<file path="src/rtl/multiplexed_display_n_if.sv">
// Load-side bus of the multiplexed display driver: the formatting logic pushes a
// complete frame of digit data with a one-cycle load and gets a load_ack once it is shown.
interface multiplexed_display_n_if #(
  parameter int NUM_DIGITS = 4
);
  logic                    load;
  logic [4*NUM_DIGITS-1:0] digits_in;
  logic [NUM_DIGITS-1:0]   dp_in;
  logic [NUM_DIGITS-1:0]   blink_in;
  logic                    colon_in;
  logic                    zero_suppress;
  logic                    load_ack;

  modport master (
    output load, digits_in, dp_in, blink_in, colon_in, zero_suppress,
    input  load_ack
  );

  modport slave (
    input  load, digits_in, dp_in, blink_in, colon_in, zero_suppress,
    output load_ack
  );
endinterface

</file>
<file path="src/rtl/multiplexed_display_n.sv">
// N-digit time-multiplexed 7-segment driver with double-buffered frame data,
// inter-digit blanking, leading-zero suppression, per-digit blink and decimal points.
module multiplexed_display_n #(
  parameter int NUM_DIGITS   = 4,
  parameter int DWELL_CYCLES = 1,
  parameter int BLANK_CYCLES = 1,
  parameter int BLINK_DIV    = 250
) (
  input  logic                  clk_500Hz,
  input  logic                  reset,
  multiplexed_display_n_if.slave bus,
  output logic [6:0]            seg,
  output logic                  dp,
  output logic [NUM_DIGITS-1:0] anode,
  output logic                  colon,
  output logic                  frame_done
);

  localparam int IDX_W     = (NUM_DIGITS > 1) ? $clog2(NUM_DIGITS) : 1;
  localparam int PHASE_MAX = (DWELL_CYCLES > BLANK_CYCLES) ? DWELL_CYCLES : BLANK_CYCLES;
  localparam int CNT_W     = (PHASE_MAX > 1) ? $clog2(PHASE_MAX) : 1;
  localparam int BLINK_W   = (BLINK_DIV > 1) ? $clog2(BLINK_DIV) : 1;

  localparam logic [IDX_W-1:0]   LAST_IDX   = IDX_W'(NUM_DIGITS - 1);
  localparam logic [CNT_W-1:0]   DWELL_LAST = CNT_W'(DWELL_CYCLES - 1);
  localparam logic [CNT_W-1:0]   BLANK_LAST = CNT_W'((BLANK_CYCLES > 0) ? BLANK_CYCLES - 1 : 0);
  localparam logic [BLINK_W-1:0] BLINK_LAST = BLINK_W'(BLINK_DIV - 1);

  typedef enum logic {
    SHOW,
    BLANK
  } scan_state_t;

  scan_state_t state, state_nxt;
  logic [IDX_W-1:0] idx, idx_nxt;
  logic [CNT_W-1:0] cnt, cnt_nxt;
  logic             boundary;

  logic [4*NUM_DIGITS-1:0] sh_digits, act_digits;
  logic [NUM_DIGITS-1:0]   sh_dp, act_dp;
  logic [NUM_DIGITS-1:0]   sh_blink, act_blink;
  logic                    sh_colon, act_colon;
  logic                    sh_zs, act_zs;
  logic                    pending;
  logic                    ack_pend;
  logic                    load_ack_r;

  logic [BLINK_W-1:0] blink_cnt;
  logic               blink_phase;

  logic [NUM_DIGITS-1:0] suppress;
  logic                  all_zero;
  logic [3:0]            cur_nib;
  logic                  cur_dp;
  logic                  cur_blink;
  logic                  cur_supp;
  logic [NUM_DIGITS-1:0] anode_nxt;

  function automatic logic [6:0] decode(input logic [3:0] v);
    logic [6:0] s;
    case (v)
      4'h0:    s = 7'b0000001;
      4'h1:    s = 7'b1001111;
      4'h2:    s = 7'b0010010;
      4'h3:    s = 7'b0000110;
      4'h4:    s = 7'b1001100;
      4'h5:    s = 7'b0100100;
      4'h6:    s = 7'b0100000;
      4'h7:    s = 7'b0001111;
      4'h8:    s = 7'b0000000;
      4'h9:    s = 7'b0000100;
      4'hA:    s = 7'b1111110;
      default: s = 7'b1111111;
    endcase
    return s;
  endfunction

  always_ff @(posedge clk_500Hz or negedge reset) begin
    if (!reset) begin
      state <= SHOW;
      idx   <= '0;
      cnt   <= '0;
    end else begin
      state <= state_nxt;
      idx   <= idx_nxt;
      cnt   <= cnt_nxt;
    end
  end

  // boundary marks the final cycle of a frame, the only point where new data may go live
  always_comb begin
    state_nxt = state;
    idx_nxt   = idx;
    cnt_nxt   = cnt + 1'b1;
    boundary  = 1'b0;
    unique case (state)
      SHOW: begin
        if (cnt == DWELL_LAST) begin
          cnt_nxt = '0;
          if (BLANK_CYCLES > 0) begin
            state_nxt = BLANK;
          end else begin
            idx_nxt  = (idx == LAST_IDX) ? '0 : idx + 1'b1;
            boundary = (idx == LAST_IDX);
          end
        end
      end
      BLANK: begin
        if (cnt == BLANK_LAST) begin
          cnt_nxt   = '0;
          state_nxt = SHOW;
          idx_nxt   = (idx == LAST_IDX) ? '0 : idx + 1'b1;
          boundary  = (idx == LAST_IDX);
        end
      end
      default: begin
        state_nxt = SHOW;
        idx_nxt   = '0;
        cnt_nxt   = '0;
      end
    endcase
  end

  // A load landing on the boundary bypasses the shadow so it is not delayed a whole frame
  always_ff @(posedge clk_500Hz or negedge reset) begin
    if (!reset) begin
      sh_digits  <= {NUM_DIGITS{4'hF}};
      sh_dp      <= '0;
      sh_blink   <= '0;
      sh_colon   <= 1'b0;
      sh_zs      <= 1'b0;
      act_digits <= {NUM_DIGITS{4'hF}};
      act_dp     <= '0;
      act_blink  <= '0;
      act_colon  <= 1'b0;
      act_zs     <= 1'b0;
      pending    <= 1'b0;
      ack_pend   <= 1'b0;
    end else begin
      ack_pend <= 1'b0;
      if (bus.load) begin
        sh_digits <= bus.digits_in;
        sh_dp     <= bus.dp_in;
        sh_blink  <= bus.blink_in;
        sh_colon  <= bus.colon_in;
        sh_zs     <= bus.zero_suppress;
        pending   <= 1'b1;
      end
      if (boundary && bus.load) begin
        act_digits <= bus.digits_in;
        act_dp     <= bus.dp_in;
        act_blink  <= bus.blink_in;
        act_colon  <= bus.colon_in;
        act_zs     <= bus.zero_suppress;
        pending    <= 1'b0;
        ack_pend   <= 1'b1;
      end else if (boundary && pending) begin
        act_digits <= sh_digits;
        act_dp     <= sh_dp;
        act_blink  <= sh_blink;
        act_colon  <= sh_colon;
        act_zs     <= sh_zs;
        pending    <= 1'b0;
        ack_pend   <= 1'b1;
      end
    end
  end

  always_ff @(posedge clk_500Hz or negedge reset) begin
    if (!reset) begin
      blink_cnt   <= '0;
      blink_phase <= 1'b0;
    end else if (blink_cnt == BLINK_LAST) begin
      blink_cnt   <= '0;
      blink_phase <= ~blink_phase;
    end else begin
      blink_cnt <= blink_cnt + 1'b1;
    end
  end

  // Suppression runs left to right and stops at the first non-zero digit; the rightmost always shows
  always_comb begin
    all_zero = 1'b1;
    suppress = '0;
    for (int i = 0; i < NUM_DIGITS; i++) begin
      all_zero    = all_zero && (act_digits[4*i +: 4] == 4'h0);
      suppress[i] = act_zs && all_zero && (i != NUM_DIGITS - 1);
    end
  end

  always_comb begin
    cur_nib   = 4'hF;
    cur_dp    = 1'b0;
    cur_blink = 1'b0;
    cur_supp  = 1'b0;
    anode_nxt = '1;
    for (int i = 0; i < NUM_DIGITS; i++) begin
      if (idx == IDX_W'(i)) begin
        cur_nib   = act_digits[4*i +: 4];
        cur_dp    = act_dp[i];
        cur_blink = act_blink[i];
        cur_supp  = suppress[i];
        if (state == SHOW) begin
          anode_nxt[i] = 1'b0;
        end
      end
    end
  end

  // Blinked digits keep their anode slot so the scan duty cycle never changes
  always_ff @(posedge clk_500Hz or negedge reset) begin
    if (!reset) begin
      anode      <= '1;
      seg        <= 7'h7F;
      dp         <= 1'b1;
      colon      <= 1'b0;
      frame_done <= 1'b0;
      load_ack_r <= 1'b0;
    end else begin
      anode      <= anode_nxt;
      colon      <= act_colon;
      frame_done <= boundary;
      load_ack_r <= ack_pend;
      if (state == SHOW && !(cur_blink && blink_phase)) begin
        seg <= cur_supp ? 7'h7F : decode(cur_nib);
        dp  <= ~cur_dp;
      end else begin
        seg <= 7'h7F;
        dp  <= 1'b1;
      end
    end
  end

  assign bus.load_ack = load_ack_r;

endmodule
</file>
<file path="src/flat_wrapper.sv">
// flat-port wrapper written by rule: the top's interface ports become plain ports
module multiplexed_display_n_flat 
#(
  parameter int NUM_DIGITS   = 4,
  parameter int DWELL_CYCLES = 1,
  parameter int BLANK_CYCLES = 1,
  parameter int BLINK_DIV    = 250
)
  (clk_500Hz, reset, seg, dp, anode, colon, frame_done, bus_load, bus_digits_in, bus_dp_in, bus_blink_in, bus_colon_in, bus_zero_suppress, bus_load_ack);
  multiplexed_display_n_if #(.NUM_DIGITS(NUM_DIGITS)) bus_i ();
  input  logic clk_500Hz;
  input  logic reset;
  output logic [6:0] seg;
  output logic dp;
  output logic [NUM_DIGITS-1:0] anode;
  output logic colon;
  output logic frame_done;
  input wire logic [$bits(bus_i.load)-1:0] bus_load;
  input wire logic [$bits(bus_i.digits_in)-1:0] bus_digits_in;
  input wire logic [$bits(bus_i.dp_in)-1:0] bus_dp_in;
  input wire logic [$bits(bus_i.blink_in)-1:0] bus_blink_in;
  input wire logic [$bits(bus_i.colon_in)-1:0] bus_colon_in;
  input wire logic [$bits(bus_i.zero_suppress)-1:0] bus_zero_suppress;
  output wire logic [$bits(bus_i.load_ack)-1:0] bus_load_ack;
  assign bus_i.load = bus_load;
  assign bus_i.digits_in = bus_digits_in;
  assign bus_i.dp_in = bus_dp_in;
  assign bus_i.blink_in = bus_blink_in;
  assign bus_i.colon_in = bus_colon_in;
  assign bus_i.zero_suppress = bus_zero_suppress;
  assign bus_load_ack = bus_i.load_ack;
  multiplexed_display_n #(.NUM_DIGITS(NUM_DIGITS), .DWELL_CYCLES(DWELL_CYCLES), .BLANK_CYCLES(BLANK_CYCLES), .BLINK_DIV(BLINK_DIV)) u_core (.clk_500Hz(clk_500Hz), .reset(reset), .bus(bus_i), .seg(seg), .dp(dp), .anode(anode), .colon(colon), .frame_done(frame_done));
endmodule
</file>
<file path="config.mk">
export PLATFORM = sky130hd
export DESIGN_NAME = multiplexed_display_n_flat
export DESIGN_NICKNAME = d
export VERILOG_FILES = /design/src/rtl/multiplexed_display_n_if.sv /design/src/rtl/multiplexed_display_n.sv /design/src/flat_wrapper.sv
export SDC_FILE = /design/constraint.sdc
export NUM_CORES = 1
export LEC_CHECK = 0
export ABC_AREA = 1
export CAP_MARGIN = 20
export CORE_MARGIN = 1.5
export CORE_UTILIZATION = 51
export CTS_BUF_LIST = sky130_fd_sc_hd__clkbuf_8
export DETAILED_ROUTE_END_ITERATION = 12
export PLACE_DENSITY = 0.74
export SLEW_MARGIN = 30
export SYNTH_ARGS = -nofsm -noshare
export SYNTH_HDL_FRONTEND = slang
export SYNTH_SLANG_ARGS = --single-unit
</file>
<file path="constraint.sdc">
create_clock -name clk_500Hz -period 2.5 [get_ports clk_500Hz]
set_input_delay 0.375 -clock clk_500Hz [delete_from_list [all_inputs] [get_ports clk_500Hz]]
set_output_delay 0.375 -clock clk_500Hz [all_outputs]
set_load 0.02 [all_outputs]
</file>
Word-level counts from Yosys, hierarchy flattened
Memories as Yosys holds them, arrays and structs flattened.
Cells that the tools add are included.
- register bits after elaboration: 82
- memory bits (read-only): 112
- input port bits: 29
- output and inout bits: 15
- word-level logic and storage cells: 101
- memories: 1
- memory list (memory ; depth ; bits a word ; read ports ; clocked after Yosys merged registers in ; wr ports ; line ; RTL):
    (name not given) ; 16 ; 7 ; 1 ; 0 ; 0 ; multiplexed_display_n.sv:61 ; case (v)
- $add $sub $neg: 3
- equality and inequality tests: 5
- mux-type cells: 49
- bitwise operators: 3
- reductions and logical operators: 17
- operators by type and width (cell ; number):
    $mux W16 ; 2
    $mux W4 ; 8
    $mux W1 ; 31
    $mux W7 ; 2
    $logic_not A4 Y1 ; 3
    $logic_and A1 B1 Y1 ; 9
    $add A8 B1 Y8 const B ; 1
    $eq A8 B8 Y1 const B ; 1
    $mux W8 ; 1
    $mux W2 ; 3
    $eq A2 B2 Y1 const B ; 2
    $pmux W1 S2 ; 2
    $not A1 Y1 ; 3
    $reduce_bool A3 Y1 ; 1
    $add A2 B1 Y2 const B ; 1
    $eq A2 B1 Y1 const B ; 1
    $logic_not A2 Y1 ; 1
    $ne A2 B2 Y1 const B ; 1
    $reduce_and A2 Y1 ; 1
    $reduce_bool A2 Y1 ; 1
    $add A1 B1 Y1 const B ; 1
    $logic_not A1 Y1 ; 1

Logic depth before layout (Yosys ltp)
Gate-level depths: netlist (run 1).
- depth in word-level cells: 9
- gate-level depth with buffers: 15
- mapped depth without buffers: 14

Worst setup path after synthesis (run 1)
No wires, ideal clock.
- path type: reg-to-reg
- from: register u_core.idx[0]
- to: register u_core.seg[0]
- library setup time: 0.076 ns
- arrival time: 1.853 ns
- data required time: 2.424 ns
- setup slack: 0.571 ns
- cell stages (with the launch flop): 16
- buffers on the path: 1
- period minus slack after synthesis: 1.929 ns
- path through: dfrtp_1 -> inv_1 -> ha_1 -> inv_2 -> buf_6 -> nor2_1 -> nor2_1 -> a21boi_2 -> inv_1 -> ha_1 -> inv_1 -> nand3_1 -> nand2_1 -> nand2_1 -> inv_1 -> nand2_1
- longest elaborated chain between the ends: 9
- elaborated cells on any way between the ends: 22
- those cells by class: eq/ne (3); mux (14); reduce/logical (4); memory (1)
- ends and longest elaborated chain (element ; line ; RTL):
    start, declared ; multiplexed_display_n.sv:35 ; logic [IDX_W-1:0] idx, idx_nxt;
    start signal, assigned ; multiplexed_display_n.sv:85 ; idx <= idx_nxt;
    parallel branches: the longest is 8 deep, another holds $mem_v2 Z16 W7 ; n/a ;
    $mux W7 (*) ; multiplexed_display_n.sv:224 ; if (state == SHOW && !(cur_blink && blink_phase)) begin
    end signal, assigned ; multiplexed_display_n.sv:225 ; seg <= cur_supp ? 7'h7F : decode(cur_nib);
    end, declared ; multiplexed_display_n.sv:12 ; output logic [6:0] seg,
Every way passes the cells marked *.
A chain may end at the register's enable or synchronous reset.

Worst setup path after layout (run 1)
- from: register u_core.idx[0]
- to: register u_core.seg[6]
Same word-level chain as after synthesis.

==> results of run 1 <==
worst max path at each step:
stage / to / depth (start not counted) / start / slack (ps)
2_1_floorplan: u_core.seg[0]$_DFF_PN1_ / 15 / u_core.idx[0]$_DFFE_PN0P_ / 570
3_3_place_gp: u_core.seg[0]$_DFF_PN1_ / 14 / u_core.idx[1]$_DFFE_PN0P_ / 440
3_5_place_dp: u_core.seg[6]$_DFF_PN1_ / 12 / u_core.idx[0]$_DFFE_PN0P_ / 370
4_1_cts: u_core.seg[6]$_DFF_PN1_ / 12 / u_core.idx[0]$_DFFE_PN0P_ / 350
5_1_grt: u_core.seg[3]$_DFF_PN1_ / 12 / u_core.idx[0]$_DFFE_PN0P_ / 110
6_report: u_core.seg[6]$_DFF_PN1_ / 11 / u_core.idx[0]$_DFFE_PN0P_ / 320
where the power goes:
group	total, W	leakage (nW)	switching, W	internal [W]
sequential	0.00150	0.914	0.0000477	0.00146
clock	0.000935	0.0893	0.000474	0.000461
combinational	0.000352	1.16	0.000199	0.000154
total	0.00279	2.17	0.000721	0.00207
registers in the layout (all words and copies together) (netlist names), 2 cells and up:
register           count
u_core.sh_digits      16
u_core.anode           4
u_core.sh_dp           4
u_core.sh_blink        4
u_core.act_digits     16
u_core.act_blink       4
u_core.idx             2
u_core.blink_cnt       8
u_core.seg             7
u_core.act_dp          4
through the flow:
stage | total power, W | cells | util [%]
floorplan | 0.00171 | 449 | -
global placement | 0.00187 | 581 | 60.0
detailed placement | 0.00188 | 581 | 60.0
CTS | 0.00282 | 597 | 62.7
global route | 0.00294 | 597 | 62.7
finish | 0.00279 | 597 | 62.7
synth_stat cells (all sizes together):
cell and instances:
nand3 22, clkbuf 8, a21boi 1, and2 1
a21oi 13, o2111ai 1, a31oi 2, inv 53
xor2 2, o21ai 68, ha 12, nor2 24
nor4 1, nand2 148, nor3 3, buf 8
dfstp 44, o211ai 1, dfrtp 37
worst register-to-register path, delay by kind of cell, from the launching register on:
family                   cells  cell delay [ps]
flip-flops                   1              400
adder cells (fa/ha/maj)      2              490
AND/OR/NAND/NOR              4              460
AO/OA/AOI/OAI                1              290
buffers and inverters        4              480
area by class of cell:
class	instances	area share [%]
Clock buffer	9	2.73
Tap cell	99	2.73
Clock inverter	7	1.60
Sequential cell	81	45.8
Inverter	53	4.38
Timing Repair Buffer	49	10.4
Multi-Input combinational cell	299	32.4
layer usage:
| metal | up-vias | part of all wire (%) | wire length (um) | GRT usage (%) |
|---|---|---|---|---|
| met3 | 6 | 4.4 | 309 | 3.93 |
| met1 | 1333 | 48 | 3370 | 26.4 |
| li1 | 1502 | - | - | - |
| met2 | 56 | 47 | 3300 | 30.1 |
| met5 | - | 0 | 0 | 0 |
| met4 | 0 | 1.0 | 72 | 8.67 |
cells by family (layout without fill, tap and decap cells):
group	count (synthesis)	after routing
and+or+nand+nor	199	199
xor gates and xnor gates	2	2
adders and majority gates	12	12
buffers and inverters	69	118
DFF	81	81
AOI/OAI and AO/OA	86	86
==> metrics.txt, run 1 <==
post_cts resized 0; CP Launch Type flip-flop; final setup violation count 0; Sink Count 81; Yosys cell types 30; Worst R2R End u_core.seg[6]$_DFF_PN1_; Worst Tran Pin Value 809 ps; unrepaired setup endpoints after global routing false; I/O pin total 44; Seq/Total Area, Yosys 54.3%; Initial DRC Count 178; worst slack at placement 371 ps; Via density 4.85; max_cap viols 0; Cells after Synth 449; Worst VDD drop 0.359 mV; largest net degree at the start of global routing 70; R2R Path Start u_core.idx[0]$_DFFE_PN0P_; TritonCTS clock tree yes; final hold violations 0; most frequent cells in the layout 140 x nand2_1, 60 x o21ai_0, 50 x inv_1; max-slew violations 0; Tmin final 2180 ps; area of placed instances 4350 um^2; share of the synthesized area in the top cell type 30.2%; setup TNS 0 ps; first-pass GRT wire length 11800 um; worst-skew pair later-pin latency 350 ps; critical path type flip-flop to flip-flop; post-synthesis xor/xnor area fraction 0.457%; hpwl dp 5090 um; hold-fix buffer count after cts 0; # DRC 0; Vias 2897; routed wire length 7050 um; CP endpoint kind flip-flop; Total GRT Usage 19.4%; die height 89.7 um; worst setup margin 321 ps; FF+latch area 2080 um^2; Worst Path Required 2770 ps; Starting Density 52.8%; most common cell after layout, fill and taps aside nand2_1; WL/cell 11.8 um; status complete, no violations; slew margin rel. 46.1%; biggest area consumer among synthesized cells dfstp_2; footprint of the multi-input gates 1470 um^2; nets 534; number of core rows 31; Clock transition at path regs 80 ps; reg-to-reg slack, setup 320 ps; share of cells above drive strength 1 17.5%; Critical Path Fanout Max 11; Final period util 87.2%; Ys Warns 0; Syn-to-layout area delta 18.6%; top cells by area, synth dfstp_2 30%, dfrtp_1 24%, nand2_1 14%, o21ai_0 7.8%, inv_1 4.8%; combinational family with the most area after synthesis simple AND/OR/NAND/NOR gates; Synth Area in Adders 3.92%; die extent in x 89.7 um; ant diodes 0; Compound-Gate Fraction of Synth Area 11.8%; Layout Skew 11.9 ps; Root Driver clkbuf_8; CTS HTree Levels 3; cells on worst reg2reg path 11; initial antenna violation count 0; leakage 2.17 nW; first-pass detailed-route iteration total 4; CTS Buf Count 9; CP arrival 2450 ps; Syn Std Cell Area 3830 um^2; Critical Path Slowest Stage Cell dfrtp_1; global route overflow 0; Post-Synthesis Net Count 490; Hold Crit Class input port to asynchronous set/reset pin; Port Buffers 43; setup bufs post-CTS 0; delay of the slowest critical-path stage 400 ps; multiplexer area fraction after synthesis 0%; most frequent cell on the critical path nand3_1; PwrDens 614 nW/um^2; vias in the first global route 2650; cell family with most CP delay adder cells; simple logic cell fraction of the synthesized area 22.2%; routability cong. 0.848; die area 8040 um^2; Max Freq 459 MHz; core area 7250 um^2; worst hold slack 107 ps; critical path, cell by cell inv_1 -> ha_1 -> inv_2 -> nand3_1 -> a21boi_2 -> inv_1 -> ha_1 -> inv_1 -> nand3_1 -> nand3_1 -> nand3_1; Layout fillers 628; worst path bufs/invs 4; FF+latch count, synth 81; Clock Tree Buf Depth 2; design area 4550 um^2; syn_area_per_cell 8.54 um^2; antenna-violating nets left 0
Power figures use the tool's default switching activity.
==> inputs of run 2 (changes only) <==
--- a/config.mk
+++ b/config.mk
@@ -16,3 +16,4 @@
 export SYNTH_ARGS = -nofsm -noshare
 export SYNTH_HDL_FRONTEND = slang
 export SYNTH_SLANG_ARGS = --single-unit
+export TNS_END_PERCENT = 50
==> results of run 2 <==
Same layout as run 1: the final DEF is identical, and so are final timing and power.
==> inputs of run 3 (changes only) <==
--- a/config.mk
+++ b/config.mk
@@ -12,7 +12,7 @@
 export CTS_BUF_LIST = sky130_fd_sc_hd__clkbuf_8
 export DETAILED_ROUTE_END_ITERATION = 12
 export PLACE_DENSITY = 0.74
-export SLEW_MARGIN = 30
+export SLEW_MARGIN = 10
 export SYNTH_ARGS = -nofsm -noshare
 export SYNTH_HDL_FRONTEND = slang
 export SYNTH_SLANG_ARGS = --single-unit
==> results of run 3 <==
Same layout as run 1: the final DEF is identical, and so are final timing and power.
